--- src/rtl/ups_axi4l_pkg.sv ---
// Shared types for the UPS AXI4-Lite command master.
// Response codes and the master FSM state encoding.
package ups_axi4l_pkg;

  typedef enum logic [1:0] {
    RESP_OKAY   = 2'b00,
    RESP_EXOKAY = 2'b01,
    RESP_SLVERR = 2'b10,
    RESP_DECERR = 2'b11
  } axi_resp_t;

  typedef enum logic [2:0] {
    S_IDLE,
    S_WR,
    S_WR_B,
    S_RD_A,
    S_RD_R,
    S_RSP
  } axi4l_state_t;

  function automatic int cnt_w(input int n);
    return $clog2(n + 1);
  endfunction

endpackage

--- src/rtl/ups_sync_fifo.sv ---
// Synchronous FIFO with registered full/empty flags.
// Pointers carry an extra MSB to tell full from empty.
module ups_sync_fifo #(
  parameter int WIDTH = 8,
  parameter int DEPTH = 4
) (
  input  logic             fclk,
  input  logic             rst,
  input  logic             push,
  input  logic [WIDTH-1:0] wdata,
  input  logic             pop,
  output logic [WIDTH-1:0] rdata,
  output logic             full,
  output logic             empty,
  output logic             empty_nxt
);

  localparam int AW = $clog2(DEPTH);

  logic [WIDTH-1:0] mem [DEPTH];
  logic [AW:0]      wptr;
  logic [AW:0]      rptr;
  logic [AW:0]      wptr_n;
  logic [AW:0]      rptr_n;
  logic             do_push;
  logic             do_pop;
  logic             full_nxt;

  assign do_push = push && !full;
  assign do_pop  = pop && !empty;
  assign wptr_n  = wptr + (AW+1)'(do_push);
  assign rptr_n  = rptr + (AW+1)'(do_pop);

  assign empty_nxt = (wptr_n == rptr_n);
  assign full_nxt  = (wptr_n[AW] != rptr_n[AW]) &&
                     (wptr_n[AW-1:0] == rptr_n[AW-1:0]);

  assign rdata = mem[rptr[AW-1:0]];

  always_ff @(posedge fclk) begin
    if (rst) begin
      wptr  <= '0;
      rptr  <= '0;
      full  <= 1'b0;
      empty <= 1'b1;
    end else begin
      wptr  <= wptr_n;
      rptr  <= rptr_n;
      full  <= full_nxt;
      empty <= empty_nxt;
    end
  end

  always_ff @(posedge fclk) begin
    if (do_push) mem[wptr[AW-1:0]] <= wdata;
  end

endmodule

--- src/rtl/ups_axi4l_cmd_master.sv ---
// AXI4-Lite master draining a command FIFO, one transaction
// in flight, with a per-phase timeout for bring-up recovery.
module ups_axi4l_cmd_master
  import ups_axi4l_pkg::*;
#(
  parameter int          ADDR_W      = 32,
  parameter int          DATA_W      = 32,
  parameter int          DEPTH       = 4,
  parameter int          TIMEOUT_CYC = 1024,
  parameter logic [2:0]  PROT        = 3'b000
) (
  input  logic                fclk,
  input  logic                rst,
  input  logic                cmd_valid,
  output logic                cmd_ready,
  input  logic                cmd_wr,
  input  logic [ADDR_W-1:0]   cmd_addr,
  input  logic [DATA_W-1:0]   cmd_data,
  input  logic [DATA_W/8-1:0] cmd_strb,
  output logic                rsp_valid,
  input  logic                rsp_ready,
  output logic                rsp_wr,
  output logic [DATA_W-1:0]   rsp_data,
  output logic [1:0]          rsp_resp,
  output logic                rsp_timeout,
  output logic                busy,
  output logic [ADDR_W-1:0]   ca4l_awaddr,
  output logic [2:0]          ca4l_awprot,
  output logic                ca4l_awvalid,
  input  logic                ca4l_awready,
  output logic [DATA_W-1:0]   ca4l_wdata,
  output logic [DATA_W/8-1:0] ca4l_wstrb,
  output logic                ca4l_wvalid,
  input  logic                ca4l_wready,
  input  logic [1:0]          ca4l_bresp,
  input  logic                ca4l_bvalid,
  output logic                ca4l_bready,
  output logic [ADDR_W-1:0]   ca4l_araddr,
  output logic [2:0]          ca4l_arprot,
  output logic                ca4l_arvalid,
  input  logic                ca4l_arready,
  input  logic [DATA_W-1:0]   ca4l_rdata,
  input  logic [1:0]          ca4l_rresp,
  input  logic                ca4l_rvalid,
  output logic                ca4l_rready
);

  localparam int STRB_W = DATA_W / 8;
  localparam int CNT_W  = cnt_w(TIMEOUT_CYC);

  typedef struct packed {
    logic              wr;
    logic [ADDR_W-1:0] addr;
    logic [DATA_W-1:0] data;
    logic [STRB_W-1:0] strb;
  } cmd_t;

  cmd_t         push_cmd;
  cmd_t         head;
  logic         fifo_full;
  logic         fifo_empty;
  logic         fifo_empty_nxt;
  logic         launch;
  logic         idle_nxt;
  logic         in_phase;
  logic         hs_done;
  logic         tmo;
  logic [CNT_W-1:0] tcnt;
  axi4l_state_t state;

  assign push_cmd = '{wr: cmd_wr, addr: cmd_addr,
                      data: cmd_data, strb: cmd_strb};

  ups_sync_fifo #(
    .WIDTH ($bits(cmd_t)),
    .DEPTH (DEPTH)
  ) u_fifo (
    .fclk      (fclk),
    .rst       (rst),
    .push      (cmd_valid),
    .wdata     (push_cmd),
    .pop       (launch),
    .rdata     (head),
    .full      (fifo_full),
    .empty     (fifo_empty),
    .empty_nxt (fifo_empty_nxt)
  );

  assign cmd_ready   = !fifo_full;
  assign ca4l_awprot = PROT;
  assign ca4l_arprot = PROT;

  // A response handshake may hand straight over to the next command.
  assign launch   = !fifo_empty &&
                    (state == S_IDLE || (state == S_RSP && rsp_ready));
  assign idle_nxt = fifo_empty &&
                    (state == S_IDLE || (state == S_RSP && rsp_ready));
  assign tmo      = (tcnt == CNT_W'(TIMEOUT_CYC));

  always_comb begin
    hs_done  = 1'b0;
    in_phase = 1'b1;
    unique case (1'b1)
      (state == S_WR):
        hs_done = (!ca4l_awvalid || ca4l_awready) &&
                  (!ca4l_wvalid || ca4l_wready);
      (state == S_WR_B): hs_done = ca4l_bvalid;
      (state == S_RD_A): hs_done = ca4l_arready;
      (state == S_RD_R): hs_done = ca4l_rvalid;
      default:           in_phase = 1'b0;
    endcase
  end

  always_ff @(posedge fclk) begin
    if (rst) begin
      state        <= S_IDLE;
      tcnt         <= '0;
      ca4l_awaddr  <= '0;
      ca4l_awvalid <= 1'b0;
      ca4l_wdata   <= '0;
      ca4l_wstrb   <= '0;
      ca4l_wvalid  <= 1'b0;
      ca4l_bready  <= 1'b0;
      ca4l_araddr  <= '0;
      ca4l_arvalid <= 1'b0;
      ca4l_rready  <= 1'b0;
      rsp_valid    <= 1'b0;
      rsp_wr       <= 1'b0;
      rsp_data     <= '0;
      rsp_resp     <= '0;
      rsp_timeout  <= 1'b0;
      busy         <= 1'b0;
    end else begin
      unique case (state)
        S_WR: begin
          if (ca4l_awready) ca4l_awvalid <= 1'b0;
          if (ca4l_wready)  ca4l_wvalid  <= 1'b0;
          if (hs_done) begin
            state       <= S_WR_B;
            ca4l_bready <= 1'b1;
          end
        end
        S_WR_B: if (ca4l_bvalid) begin
          ca4l_bready <= 1'b0;
          state       <= S_RSP;
          rsp_valid   <= 1'b1;
          rsp_wr      <= 1'b1;
          rsp_resp    <= ca4l_bresp;
          rsp_data    <= '0;
          rsp_timeout <= 1'b0;
        end
        S_RD_A: if (ca4l_arready) begin
          ca4l_arvalid <= 1'b0;
          ca4l_rready  <= 1'b1;
          state        <= S_RD_R;
        end
        S_RD_R: if (ca4l_rvalid) begin
          ca4l_rready <= 1'b0;
          state       <= S_RSP;
          rsp_valid   <= 1'b1;
          rsp_wr      <= 1'b0;
          rsp_resp    <= ca4l_rresp;
          rsp_data    <= ca4l_rdata;
          rsp_timeout <= 1'b0;
        end
        S_RSP: if (rsp_ready) begin
          rsp_valid <= 1'b0;
          state     <= S_IDLE;
        end
        default: ;
      endcase

      if (in_phase) tcnt <= hs_done ? '0 : tcnt + CNT_W'(1);

      // Abandon the phase; a late slave beat is simply not accepted.
      if (in_phase && !hs_done && tmo) begin
        ca4l_awvalid <= 1'b0;
        ca4l_wvalid  <= 1'b0;
        ca4l_bready  <= 1'b0;
        ca4l_arvalid <= 1'b0;
        ca4l_rready  <= 1'b0;
        state        <= S_RSP;
        rsp_valid    <= 1'b1;
        rsp_wr       <= (state == S_WR) || (state == S_WR_B);
        rsp_resp     <= RESP_SLVERR;
        rsp_data     <= '0;
        rsp_timeout  <= 1'b1;
      end

      if (launch) begin
        tcnt <= '0;
        if (head.wr) begin
          state        <= S_WR;
          ca4l_awaddr  <= head.addr;
          ca4l_wdata   <= head.data;
          ca4l_wstrb   <= head.strb;
          ca4l_awvalid <= 1'b1;
          ca4l_wvalid  <= 1'b1;
        end else begin
          state        <= S_RD_A;
          ca4l_araddr  <= head.addr;
          ca4l_arvalid <= 1'b1;
        end
      end

      busy <= !(fifo_empty_nxt && idle_nxt);
    end
  end

endmodule
--- config.mk ---
export PLATFORM = sky130hd
export DESIGN_NAME = ups_axi4l_cmd_master
export DESIGN_NICKNAME = d
export VERILOG_FILES = /design/src/rtl/ups_axi4l_pkg.sv /design/src/rtl/ups_sync_fifo.sv /design/src/rtl/ups_axi4l_cmd_master.sv
export SDC_FILE = /design/constraint.sdc
export NUM_CORES = 1
export LEC_CHECK = 0
export ABC_AREA = 1
export CAP_MARGIN = 10
export CORE_ASPECT_RATIO = 2
export CORE_MARGIN = 3
export CORE_UTILIZATION = 53
export DETAILED_ROUTE_END_ITERATION = 10
export PLACE_DENSITY = 0.75
export REMOVE_ABC_BUFFERS = 1
export SYNTH_ARGS = -nofsm -noshare
export SYNTH_HDL_FRONTEND = slang
export SYNTH_SLANG_ARGS = --single-unit
--- constraint.sdc ---
create_clock -name fclk -period 9.4 [get_ports fclk]
set_input_delay 1.88 -clock fclk [delete_from_list [all_inputs] [get_ports fclk]]
set_output_delay 1.88 -clock fclk [all_outputs]
set_load 0.005 [all_outputs]
==> results.cfg, run 1 <==
[critical_path]
slowest_delay_ps = 770
crit_fanout = 62
arrival_ps = 4610
worstSetupEndpointType = register
cpMaxStageDelayCell = clkdlybuf4s50_1
critical_path_required_ps = 9830
path_class = in2reg
cp_cell_sequence = clkdlybuf4s50_1, clkinv_2, buf_4, nand2_1, nor2_2, inv_2, a211oi_1
path_buf_inv = 4
critPathTopFamily = buffers and inverters
start_kind = primary input

[power]
p_seq_frac = 0.464
p_per_area_nw_per_um2 = 256
power.share.combinational = 0.239
p_int_mw = 3.66
power_frac_clock = 0.297
vdd_drop_max_mv = 0.177
switchingPower_mw = 1.53
p_leak_nw = 7.26
power_mw = 5.19
swShare = 0.295

[global_routing]
grt_pass1_vias = 11600
grt_max_degree = 137
grt-ovfl-total = 0
grt_usage = 0.231
grt_antenna_before_repair = 5
grt_pass1_wl_um = 59800

[clock_tree]
cts_max_path_buffers = 3
cts_made_buffers = 37
cts_root_buf = clkbuf_16
cts-resized-gates = 0
clk_latency_ps = 540
clk_pin_slew_worst_paths_ps = 60
cts_tree = yes
cts.sinks = 441
htreeDepth = 2
post_cts_buffers = 0
cts_hold_buf = 0

[timing]
worstMarginPinSlew_ps = 1150
hold_viol_final = 0
rsz0062_at_grt = false
layout_setup_ws_ps = 5220
fin_crit_ps = 4180
fmax_ghz = 0.239
period_share = 0.445
setup_viol_count_final = 0
setup_tns_ps = 0
slew_headroom = 0.232
slew_violations = 0
whs_ps = 457
skew_ps = 20.1

[synthesis]
synth_area_sq_um = 16400
synth_cells = 1411
ys_warn_count = 0
synth_flop_cell = edfxtp_1
yosysMostFrequentCell = edfxtp_1
synth.distinct_cells = 39
avgSynthCellArea_sq_um = 11.6
netlist_top_cells_count = edfxtp_1, nor2_1, dfxtp_1
synth.top_cell.area_share = 0.507
ys_ff_latch = 441
synth_area_leaders = edfxtp_1, dfxtp_1, nor2_1
synth_top_area_cell = edfxtp_1
async_flop_share = 0
synth_edf_count = 276
seq_area_frac_synth = 0.709

[flow_run]
cap_viol_max_count = 0

[cells_and_area]
nets = 1751
final_cells = 2031
stdcell_area_sq_um = 20300
final_util = 0.670
area_growth_pct = 24.0
layout-drive-gt1-share = 0.0633

[floorplanning]
placement_rows = 90
die_area_sq_um = 33100
design.core.area_sq_um = 30300
fp.dieH_um = 254
start_util = 0.540
die-width_um = 130
io_pins = 264

[drt]
vias = 11400
drc_errors = 0
drt-initial-drc-count = 703
wl_per_cell_um = 19.1
postRouteAntennaNets = 0
first_pass_iters = 5
totalWireLength_um = 38800
via_per_inst = 5.61

[place]
numPlacedInstances = 1960
place.gp.congestion = 0.808
place_area_sq_um = 19000
dpl_worst_slack_ps = 4660
dp_hpwl_um = 23400
portBuffers = 257

[hold_path]
hp-class = reg2reg

[outcome]
status = finished clean
==> final timing paths <==
check / startpoint / end / slack [ps] / cells past startpoint
setup / recovery: rst / tcnt[8] / 5220 / 7
hold / removal: u_fifo.empty / busy / 460 / 1
setup reg to reg: u_fifo.rptr[0] / state[1] / 6140 / 10
hold reg to reg: u_fifo.empty / busy / 460 / 1
==> layer usage <==
layer | track usage | part of all wire | vias up
met5 | 0 | 0.00054 | -
met4 | 0.0933 | 0.031 | 4
met3 | 0.0402 | 0.059 | 79
met2 | 0.429 | 0.55 | 390
met1 | 0.255 | 0.36 | 5469
li1 | - | - | 5452
==> power by group through the flow <==
stage	clock network, mW	registers (mW)	logic (mW)
after global placement	0	2.44	1.21
after CTS	1.57	2.41	1.26
after detailed placement	0	2.45	1.25
final	1.54	2.41	1.24
after global routing	1.65	2.43	1.38
after floorplan	0	2.46	0.638
==> cell usage in the layout (no fill, tap or decap), drive strengths merged, types with 3 or more instances in the layout <==
master,instances
a32o,17
nor2,246
clkinvlp,4
dfxtp,165
diode,3
o22ai,16
a21oi,95
a22oi,32
a31oi,37
nand3,16
ha,6
xor2,3
clkinv,11
clkbuf,51
o21ai,210
xnor2,4
conb,6
edfxtp,276
buf,14
nand2,111
nor3,9
clkdlybuf4s50,257
inv,58
nand4,6
==> logic make-up after synthesis <==
kind of cell	Yosys count	share of synthesized area
flip-flops	441	0.709
AO/OA/AOI/OAI	411	0.141
AND/OR/NAND/NOR	392	0.0974
buffers and inverters	153	0.0448
XOR/XNOR	7	0.00375
adder cells (fa/ha/maj)	6	0.00459
other	1	0.000229
==> registers in the layout (all words and copies together) (netlist names), 2 cells and up <==
| register | count |
|---|---|
| ca4l_araddr | 32 |
| ca4l_awaddr | 32 |
| ca4l_wdata | 32 |
| ca4l_wstrb | 4 |
| rsp_data | 32 |
| rsp_resp | 2 |
| state | 3 |
| tcnt | 11 |
| u_fifo.mem | 276 |
| u_fifo.rptr | 3 |
| u_fifo.wptr | 3 |
==> cell type report <==
class	instances	area [sq um]
antenna	3	7.51
clock inverter	17	144
fill	2234	10000
timing repair buffer	271	2680
clock buffer	51	1090
tap	368	460
sequential	441	11600
inverter	58	229
multi-input combinational	822	4080
(Power assumes the default switching activity.)
==> run 2, diff against run 1 <==
- clock period: 9.4 -> 4.2 ns (I/O delays scaled with it)
==> results.cfg, run 2 (synthesized netlist as in run 1, its figures left out) <==
[timing]
hold_viol_final = 0
rsz0062_at_grt = false
worstMarginPinSlew_ps = 1050
slew_headroom = 0.298
fin_crit_ps = 2840
skew_ps = 10.7
fmax_ghz = 0.352
slew_violations = 0
period_share = 0.677
setup_viol_count_final = 0

[floorplanning]
io_pins = 264
die_area_sq_um = 33100
placement_rows = 90
fp.dieH_um = 254
die-width_um = 130
design.core.area_sq_um = 30300
start_util = 0.540

[clock_tree]
htreeDepth = 2
cts_hold_buf = 0
cts_root_buf = clkbuf_16
post_cts_buffers = 0
cts_tree = yes
cts-resized-gates = 0
cts_made_buffers = 38
clk_latency_ps = 530
cts_max_path_buffers = 3
clk_pin_slew_worst_paths_ps = 60
cts.sinks = 441

[place]
numPlacedInstances = 1961
portBuffers = 257
dp_hpwl_um = 22600
place.gp.congestion = 0.801

[drt]
wl_per_cell_um = 18.8
drc_errors = 0
drt-initial-drc-count = 774
vias = 11400
totalWireLength_um = 38200
postRouteAntennaNets = 0
first_pass_iters = 4
via_per_inst = 5.58

[power]
swShare = 0.291
power_frac_clock = 0.298
power.share.combinational = 0.240
p_seq_frac = 0.461
vdd_drop_max_mv = 0.504
p_per_area_nw_per_um2 = 573
switchingPower_mw = 3.40
p_int_mw = 8.29
p_leak_nw = 7.29

[cells_and_area]
final_util = 0.673
final_common_cell = edfxtp_1
nets = 1753
layout-drive-gt1-share = 0.0583
area_growth_pct = 24.6
largest_reg_flops = 276
final_cells = 2034
final_cell_mix = edfxtp_1, clkdlybuf4s50_1, nor2_1

[critical_path]
arrival_ps = 3310
path_class = reg2reg
critical_path_required_ps = 4670
r2r_setup_slack_ps = 1360
crit_fanout = 55
start_kind = register
worstSetupEndpointType = register

[hold_path]
hp-class = reg2reg

[global_routing]
grt_pass1_wl_um = 57900
grt_pass1_vias = 11400
grt_usage = 0.226
grt-ovfl-total = 0
grt_antenna_before_repair = 5
grt_max_degree = 137

[outcome]
status = finished clean

[flow_run]
cap_viol_max_count = 0
==> run 2: cell types whose count changed in the layout (fill, tap and decap cells not counted) <==
cell	before	now
clkbuf_1	5	17
buf_12	0	6
clkinv_2	7	1
buf_4	14	9
clkinvlp_4	4	0
clkbuf_16	39	42
clkbuf_8	7	4
clkinv_1	4	3
clkinv_4	0	1
inv_4	2	3
inv_6	2	1
==> run 2: power groups by stage <==
stage | Sequential, mW | Combinational [mW] | Clock [mW]
after floorplan | 5.51 | 1.43 | 0
after global placement | 5.48 | 2.74 | 0
after detailed placement | 5.48 | 2.82 | 0
after CTS | 5.39 | 2.84 | 3.56
after global routing | 5.44 | 3.12 | 3.73
final | 5.39 | 2.81 | 3.49
==> run 2: critical path, cell delays in order (launching register included) <==
cell and delay (ps):
dfxtp_4 740, inv_4 270, nand2_1 120, nand3_1 70
and2_1 230, nor2_4 780, inv_1 200, o21ai_1 170
nor2_1 60, nor2_1 90
==> run 2: per-stage QoR <==
stage | setup TNS [ps] | power [mW] | setup slack (ps) | instance area [sq um] | hold slack [ps]
2_1_floorplan | -686680 | 6.94 | -2010 | 15900 | 419
3_3_place_gp | 0 | 8.21 | 1300 | 19100 | 453
3_5_place_dp | 0 | 8.30 | 1290 | 19100 | 453
4_1_cts | 0 | 11.8 | 1300 | 20400 | 466
5_1_grt | 0 | 12.3 | 1110 | 20400 | 504
6_report | 0 | 11.7 | 1360 | 20400 | 464
==> run 2: path summary, 6_finish.rpt <==
path	to	depth (start not counted)	start
setup / recovery	state[1]	9	u_fifo.rptr[0]
hold / removal	busy	1	u_fifo.empty
setup reg to reg	state[1]	9	u_fifo.rptr[0]
hold reg to reg	busy	1	u_fifo.empty
==> run 2: layout make-up <==
class,count,area [sq um]
fill,2233,9910
inverter,58,229
sequential,441,11600
clock inverter,7,86.3
antenna,3,7.51
multi-input combinational,822,4080
clock buffer,63,1170
tap,368,460
timing repair buffer,272,2760
==> run 2: per-layer routing <==
layer / global-route usage / share of wire / vias to the layer above / wire length, um
met3: 0.0415 / 0.061 / 75 / 2320
met5: 0 / 0.00052 / - / 20
li1: - / - / 5459 / -
met2: 0.420 / 0.55 / 384 / 21100
met1: 0.243 / 0.36 / 5430 / 13700
met4: 0.102 / 0.030 / 2 / 1160
==> run 3, diff against run 2 <==
- CORE_UTILIZATION: 53 -> 48
- PLACE_DENSITY: 0.75 -> 0.72
- clock period: 4.2 -> 2.5 ns (I/O delays scaled with it)
==> results.cfg, run 3 (synthesized netlist as in run 1, its figures left out) <==
[outcome]
status = finished clean

[global_routing]
grt_pass1_vias = 11500
grt_max_degree = 135
grt_usage = 0.216
grt_antenna_before_repair = 5
grt-ovfl-total = 0
grt_pass1_wl_um = 61400

[floorplanning]
placement_rows = 95
design.core.area_sq_um = 33600
die_area_sq_um = 36500
start_util = 0.486
die-width_um = 137
io_pins = 264
fp.dieH_um = 267

[place]
place.gp.congestion = 0.865
portBuffers = 257
dp_hpwl_um = 25100
numPlacedInstances = 2042

[clock_tree]
cts_max_path_buffers = 3
htreeDepth = 2
cts_tree = yes
clk_latency_ps = 530
post_cts_buffers = 0
clk_pin_slew_worst_paths_ps = 70
cts.sinks = 441
cts-resized-gates = 0
cts_made_buffers = 38
cts_hold_buf = 0
cts_root_buf = clkbuf_16

[critical_path]
cpMaxStageDelayCell = dfxtp_1
crit_fanout = 7
cp_cell_sequence = inv_2, nand2_1, nor2_1, nand2_1, nand2_2, nand2_4, inv_4, ha_1, ha_1, xnor2_1, and3_1, inv_1, nor2_1, a31oi_1
slowest_delay_ps = 430
start_kind = register
arrival_ps = 2550
critical_path_required_ps = 2910
path_class = reg2reg
worstSetupEndpointType = register

[timing]
period_share = 0.855
hold_viol_final = 0
fmax_ghz = 0.468
whs_ps = 471
skew_ps = 13.0
rsz0062_at_grt = false
slew_headroom = 0.551
slew_violations = 0
setup_viol_count_final = 0
fin_crit_ps = 2140
worstMarginPinSlew_ps = 673

[cells_and_area]
largest_reg_flops = 276
n_fill_cell = 2690
final_cell_mix = edfxtp_1, clkdlybuf4s50_1, nor2_1
area_growth_pct = 26.4
nets = 1766
final_cells = 2117
layout-drive-gt1-share = 0.0699
final_common_cell = edfxtp_1

[power]
p_per_area_nw_per_um2 = 958
p_leak_nw = 7.41
power_frac_clock = 0.296
switchingPower_mw = 5.87
swShare = 0.296
power.share.combinational = 0.249
p_seq_frac = 0.454
vdd_drop_max_mv = 0.748
p_int_mw = 13.9

[drt]
drt-initial-drc-count = 709
vias = 11500
top_layer_used = met5
met2_length_um = 21800
drc_errors = 0
first_pass_iters = 5
via_per_inst = 5.42
totalWireLength_um = 40000
postRouteAntennaNets = 0
wl_per_cell_um = 18.9
dr_wl_met3_um = 2160
wirelength_met1_um = 14400

[flow_run]
cap_viol_max_count = 0

[hold_path]
hp-class = reg2reg
-- run 3: final cells by class --
cell class	instances	area (sq um)	area share
multi-input cells	822	4080	0.197
clock inverters	16	143	0.00690
diodes	6	15.0	0.000726
inverters	58	229	0.0111
flip-flops and latches	441	11600	0.561
clock buffers	53	1100	0.0533
well taps	436	546	0.0264
repair buffers	285	2970	0.144
-- run 3: stage by stage --
stage           util  setup TNS (ps)  area, sq um  setup WS [ps]  power [mW]
3_5_place_dp   0.577               0        19400           73.6        14.1
6_report       0.615               0        20700            361        19.8
4_1_cts        0.614               0        20700            373        20.0
2_1_floorplan      -        -1248150        15900          -3660        11.7
3_3_place_gp   0.577               0        19400           90.1        14.0
5_1_grt        0.614               0        20700            127        20.8
-- run 3: power by group through the flow --
stage	clock (mW)	combinational (mW)	sequential, mW
finish	5.87	4.93	9.00
global route	6.25	5.47	9.08
CTS	5.98	4.99	9.00
detailed placement	0	4.96	9.15
global placement	0	4.84	9.13
floorplan	0	2.40	9.26
-- run 3: final timing paths --
path	start	end	slack, ps	cells past startpoint
max	state[1]	busy	360	14
min	rsp_timeout	rsp_timeout	470	2
max reg2reg	state[1]	busy	360	14
min reg2reg	rsp_timeout	rsp_timeout	470	2
-- run 3: critical path: cells and delay by family (launching register included) --
kind                     cells  cell delay (ps)
AO/OA/AOI/OAI                1               80
XOR/XNOR                     1              130
flip-flops                   1              430
adder cells (fa/ha/maj)      2              480
buffers and inverters        3              200
AND/OR/NAND/NOR              7              710
-- run 3: routing by layer --
layer  GRT usage  vias to the layer above
met5           0                        -
li1            -                     5494
met4       0.107                        2
met1       0.231                     5527
met3      0.0381                       96
met2       0.400                      364
